`src/rtl/fcmp_pkg.sv`:
```
// Shared types and constants for the pipelined single-precision predicate unit.
package fcmp_pkg;

    typedef enum logic [2:0] {
        FISNEG  = 3'b000,
        FISZERO = 3'b001,
        FISPOS  = 3'b010,
        FEQ     = 3'b011,
        FLT     = 3'b100,
        FLE     = 3'b101
    } fcmp_op_t;

    localparam logic [7:0] EXP_ZERO = 8'h00;
    localparam logic [7:0] EXP_MAX  = 8'hFF;

    typedef struct packed {
        logic        sign;
        logic        zero;
        logic        nan;
        logic [30:0] mag;
    } fcls_t;

endpackage

```
`src/rtl/fcmp_classify.sv`:
```
// Combinational operand classifier: sign, flush-to-zero flag, NaN flag and magnitude.
module fcmp_classify
    import fcmp_pkg::*;
(
    input  logic [31:0] x,
    output fcls_t       cls
);

    always_comb begin
        cls.sign = x[31];
        cls.zero = (x[30:23] == EXP_ZERO);
        cls.nan  = (x[30:23] == EXP_MAX) && (x[22:0] != '0);
        cls.mag  = x[30:0];
    end

endmodule

```
`src/rtl/fcmp_pipe.sv`:
```
// Two-stage valid/ready predicate pipeline (FISNEG/FISZERO/FISPOS/FEQ/FLT/FLE).
// Optional NaN-aware compares are enabled by defining FCMP_NAN_EN.
module fcmp_pipe
    import fcmp_pkg::*;
#(
    parameter int TAG_W = 5
) (
    input  logic             clk,
    input  logic             rst,
    input  logic             in_valid,
    output logic             in_ready,
    input  logic [2:0]       in_op,
    input  logic [31:0]      in_x1,
    input  logic [31:0]      in_x2,
    input  logic [TAG_W-1:0] in_tag,
    output logic             out_valid,
    input  logic             out_ready,
    output logic             out_result,
    output logic [TAG_W-1:0] out_tag
);

    fcls_t c1, c2;

    fcmp_classify u_cls1 (.x(in_x1), .cls(c1));
    fcmp_classify u_cls2 (.x(in_x2), .cls(c2));

    logic             s1_valid, s2_valid;
    logic             s2_adv, s1_adv;
    logic [2:0]       s1_op;
    logic [TAG_W-1:0] s1_tag, s2_tag;
    logic             s1_sign1, s1_sign2, s1_zero1, s1_zero2;
    logic             s1_lt, s1_eq;
    logic             s2_result;
    logic             result;
`ifdef FCMP_NAN_EN
    logic             s1_nan1, s1_nan2;
`else
    logic             unused_nan;
    assign unused_nan = c1.nan ^ c2.nan;
`endif

    assign s2_adv   = !s2_valid || out_ready;
    assign s1_adv   = !s1_valid || s2_adv;
    assign in_ready = s1_adv;

    always_ff @(posedge clk) begin
        if (rst) begin
            s1_valid  <= 1'b0;
            s2_valid  <= 1'b0;
            s2_result <= 1'b0;
            s2_tag    <= '0;
        end else begin
            if (s1_adv) begin
                s1_valid <= in_valid;
                if (in_valid) begin
                    s1_op    <= in_op;
                    s1_tag   <= in_tag;
                    s1_sign1 <= c1.sign;
                    s1_sign2 <= c2.sign;
                    s1_zero1 <= c1.zero;
                    s1_zero2 <= c2.zero;
                    s1_lt    <= (c1.mag < c2.mag);
                    s1_eq    <= (c1.mag == c2.mag);
`ifdef FCMP_NAN_EN
                    s1_nan1  <= c1.nan;
                    s1_nan2  <= c2.nan;
`endif
                end
            end
            if (s2_adv) begin
                s2_valid <= s1_valid;
                if (s1_valid) begin
                    s2_result <= result;
                    s2_tag    <= s1_tag;
                end
            end
        end
    end

    // Zeros act as +0 in ordering; raw magnitudes still order correctly since a
    // flushed denormal is always below any normal magnitude.
    always_comb begin
        logic es1, es2, both_zero, feq, flt, nan1, nan_any;
        es1       = s1_sign1 & ~s1_zero1;
        es2       = s1_sign2 & ~s1_zero2;
        both_zero = s1_zero1 & s1_zero2;
        feq       = both_zero | ((s1_sign1 == s1_sign2) & s1_eq);
        if (both_zero)       flt = 1'b0;
        else if (es1 != es2) flt = es1;
        else if (!es1)       flt = s1_lt;
        else                 flt = ~s1_lt & ~s1_eq;
`ifdef FCMP_NAN_EN
        nan1    = s1_nan1;
        nan_any = s1_nan1 | s1_nan2;
`else
        nan1    = 1'b0;
        nan_any = 1'b0;
`endif
        case (s1_op)
            FISNEG:  result = es1 & ~nan1;
            FISZERO: result = s1_zero1;
            FISPOS:  result = ~s1_sign1 & ~s1_zero1 & ~nan1;
            FEQ:     result = feq & ~nan_any;
            FLT:     result = flt & ~nan_any;
            FLE:     result = (flt | feq) & ~nan_any;
            default: result = 1'b0;
        endcase
    end

    assign out_valid  = s2_valid;
    assign out_result = s2_result;
    assign out_tag    = s2_tag;

endmodule
```
`config.mk`:
```
export PLATFORM = sky130hd
export DESIGN_NAME = fcmp_pipe
export DESIGN_NICKNAME = d
export VERILOG_FILES = /design/src/rtl/fcmp_pkg.sv /design/src/rtl/fcmp_classify.sv /design/src/rtl/fcmp_pipe.sv
export SDC_FILE = /design/constraint.sdc
export NUM_CORES = 1
export LEC_CHECK = 0
export CORE_MARGIN = 8
export CORE_UTILIZATION = 43
export CTS_CLUSTER_DIAMETER = 30
export DETAILED_ROUTE_END_ITERATION = 10
export GPL_TIMING_DRIVEN = 1
export PLACE_DENSITY = 0.86
export SYNTH_ARGS = -nofsm -noshare
export SYNTH_HDL_FRONTEND = slang
export SYNTH_SLANG_ARGS = --single-unit
```
`constraint.sdc`:
```
create_clock -name clk -period 2.85 [get_ports clk]
set_input_delay 0.285 -clock clk [delete_from_list [all_inputs] [get_ports clk]]
set_output_delay 0.285 -clock clk [all_outputs]
set_load 0.005 [all_outputs]
```
==> impl_metrics.py <==
metrics = {
    "synth": {
        "synthMuxAreaShare": 0.0306,
        "synthDistinctLibCells": 34,
        "synth_simple_gate_area_share": 0.157,
        "postSynthCellCount": 179,
        "synth_seq_area_share": 0.355,
        "synth_adder_area_share": 0.237,
        "netlist_area_sq_um": 1640,
        "synth-seq-cells": 22,
        "syn_area_per_cell_sq_um": 9.14,
        "synth_fp_nets": 286,
        "synthXorXnorAreaFrac": 0.0107,
        "ys_warn_count": 0,
        "synth_compound_area_frac": 0.127,
        "synth_top_family_by_area": "adder cells",
    },
    "sta": {
        "worst_pin_slew_ns": 0.635,
        "drv_slew": 0,
        "fin_worst_skew_ns": 0.00212,
        "rsz0062_at_grt": "no",
        "hold_viol_final": 0,
        "setup_viol_count_final": 0,
        "relSlewSlack": 0.577,
        "finalCritPeriodShare": 0.636,
        "fin_crit_ns": 1.81,
        "tns_ns": 0,
        "fmax_mhz": 552,
    },
    "critical_path": {
        "crit_path_max_incr_delay_ns": 0.45,
        "timing_worst_setup_path_type": "primary input to flip-flop",
        "worst-path-buf-inv": 2,
        "cp_slowest_cell": "clkdlybuf4s50_1",
        "required_ns": 2.86,
        "start_kind": "primary input",
        "critPathArrivalTime_ns": 1.83,
        "worst-r2r-setup-slack_ns": 1.40,
        "path_cells": "clkdlybuf4s50_1 > inv_1 > ha_1 > nand4_1 > nor3_1 > o21ai_0 > o211ai_1 > a21oi_2",
        "r2r-start": "out_valid$_SDFFE_PP0N_",
        "critical_path.top_delay_family": "buffers and inverters",
        "worst-path-max-fanout": 3,
        "cp-end-kind": "flip-flop",
        "rr_endpoint": "s1_lt$_DFFE_PP_",
        "reg2regPathDepth": 3,
    },
    "power": {
        "max-vdd-ir-drop_mv": 0.179,
        "p_total_uw": 819,
        "p_leak_nw": 1.16,
        "powerDensity_nw_per_um2": 319,
    },
    "clock_tree": {
        "cts_buffers": 3,
        "clk_pin_slew_ns": 0.07,
        "cts_hold_buffers": 0,
        "cts_tree": "built",
        "clockBufferDepth": 2,
        "cts_resized": 0,
        "clk_latency_ns": 0.26,
        "h-tree-depth": 1,
        "cts-root-buf": "clkbuf_8",
        "cts_sinks": 22,
        "post_cts_buffers": 0,
    },
    "placed_design": {
        "io_buffer_count": 83,
        "gp_congestion": 0.784,
        "hpwl_mm": 3.55,
    },
    "floorplan": {
        "fp.coreArea_sq_um": 3660,
        "io-pin-count": 84,
        "dieArea_sq_um": 6030,
        "die-height_microns": 77.7,
        "rows": 22,
        "start_util": 0.447,
        "die_w_microns": 77.7,
    },
    "finish": {
        "final_layout_size_suffix_gt1_frac": 0.0265,
        "mostFrequentLayoutCell": "clkdlybuf4s50_1",
        "nets": 372,
        "antennaDiodeCount": 0,
        "final_util": 0.702,
        "final_cell_mix": "clkdlybuf4s50_1, inv_1, ha_1",
        "synthToLayoutAreaGrowth_pct": 57.2,
    },
    "routing": {
        "avgRoutedWirePerCell_microns": 13.3,
        "first_pass_iters": 4,
        "drt_iter0_markers": 96,
        "vias_per_cell": 4.95,
        "drc": 0,
        "vias": 1544,
        "wirelength_mm": 4.14,
        "ant_nets": 0,
    },
    "hold_path": {
        "hold_start": "s1_tag[0]$_DFFE_PP_",
        "hp-class": "flip-flop to flip-flop",
        "worstHoldPathCells": 2,
        "hold_end": "out_tag[0]$_SDFFE_PP0P_",
    },
    "global_routing": {
        "grt_pass1_vias": 1613,
        "grt_pass1_wl_mm": 7.14,
        "grt_max_degree": 15,
        "antenna_found_initial": 0,
        "grtUsageTotal": 0.139,
        "grt_overflow": 0,
    },
    "status": {
        "status": "completed",
    },
    "run": {
        "maxCapViolCount": 0,
    },
}
cell usage after synthesis:
cell / n / area share
edfxtp_1: 14 / 0.26
inv_1: 33 / 0.076
and3b_1: 1 / 0.0054
nor2b_1: 2 / 0.0076
nand4_1: 4 / 0.015
o2111ai_1: 1 / 0.0054
dfxtp_1: 8 / 0.098
buf_4: 1 / 0.0046
a21oi_1: 15 / 0.046
nand2b_1: 1 / 0.0038
or4_1: 2 / 0.0092
a21oi_2: 1 / 0.0054
clkbuf_1: 1 / 0.0023
a31oi_1: 1 / 0.0038
a21o_1: 2 / 0.0092
a221oi_1: 1 / 0.0054
xnor2_1: 2 / 0.011
nor2_1: 16 / 0.037
a221oi_2: 1 / 0.0092
nor3_1: 2 / 0.0061
nand3b_1: 1 / 0.0046
nand3_1: 5 / 0.015
o31a_1: 1 / 0.0054
o211ai_1: 2 / 0.0092
o21ai_1: 2 / 0.0061
and4_1: 2 / 0.011
and3_1: 1 / 0.0038
nor2b_4: 1 / 0.0084
mux2i_1: 5 / 0.031
a211oi_1: 1 / 0.0046
nand2_1: 13 / 0.030
o21ai_0: 4 / 0.012
ha_1: 31 / 0.24
o2bb2ai_1: 1 / 0.0054
stage by stage:
stage,worst slack [ns],std cells,area (sq um),hold WS (ns)
after detailed placement,0.707,308,2510,0.468
after global placement,0.707,308,2510,0.457
final,1.04,312,2570,0.480
after CTS,0.976,312,2570,0.486
after floorplan,1.42,179,1640,0.384
after global routing,0.900,312,2570,0.507
cell families (layout without fill, tap and decap cells):
kind of cell | count (synthesis) | after routing
buffers and inverters | 35 | 120
flip-flops | 22 | 22
multiplexers | 5 | 5
AND/OR/NAND/NOR | 51 | 51
XOR/XNOR | 2 | 2
adder cells (fa/ha/maj) | 31 | 31
AO/OA/AOI/OAI | 33 | 33
registers in the layout, indices dropped and copies added (netlist names):
signal / flops
s1_eq: 1
s1_zero2: 1
out_result: 1
s1_sign2: 1
s1_zero1: 1
s1_tag: 5
s1_sign1: 1
s1_valid: 1
out_valid: 1
out_tag: 5
s1_lt: 1
s1_op: 3
area by class of cell:
type | instances | area (sq um)
clock buffers | 4 | 55.1
fillers | 277 | 1090
inverters | 33 | 124
multi-input cells | 122 | 920
flip-flops and latches | 22 | 581
well taps | 48 | 60.1
repair buffers | 83 | 831
per-layer routing:
metal | GRT usage | vias to the layer above | share of wire
li1 | - | 794 | -
met1 | 0.152 | 697 | 0.41
met2 | 0.252 | 48 | 0.51
met3 | 0.0415 | 5 | 0.072
met4 | 0.0396 | 0 | 0.0097
met5 | 0 | - | 0
where the power goes:
group	total [mW]	internal [mW]	leakage, nW	switching, mW
Combinational	0.240	0.153	0.931	0.0867
Clock	0.217	0.123	0.0288	0.0941
Sequential	0.362	0.354	0.201	0.00854
how the worst max path moves through the flow:
stage	startpoint	depth (start not counted)	end
after floorplan	in_x2[13]	7	s1_lt$_DFFE_PP_
after global placement	in_x2[13]	8	s1_lt$_DFFE_PP_
after detailed placement	in_x2[13]	8	s1_lt$_DFFE_PP_
after CTS	in_x2[13]	8	s1_lt$_DFFE_PP_
after global routing	in_x2[13]	8	s1_lt$_DFFE_PP_
final	in_x2[13]	8	s1_lt$_DFFE_PP_
tightest hold or removal path, delay by kind of cell (launching register included):
kind          cells  cell delay (ns)
simple gates      1             0.07
mux               1             0.06
flops             1             0.32
Note: power is estimated with default switching activity, not from simulation.
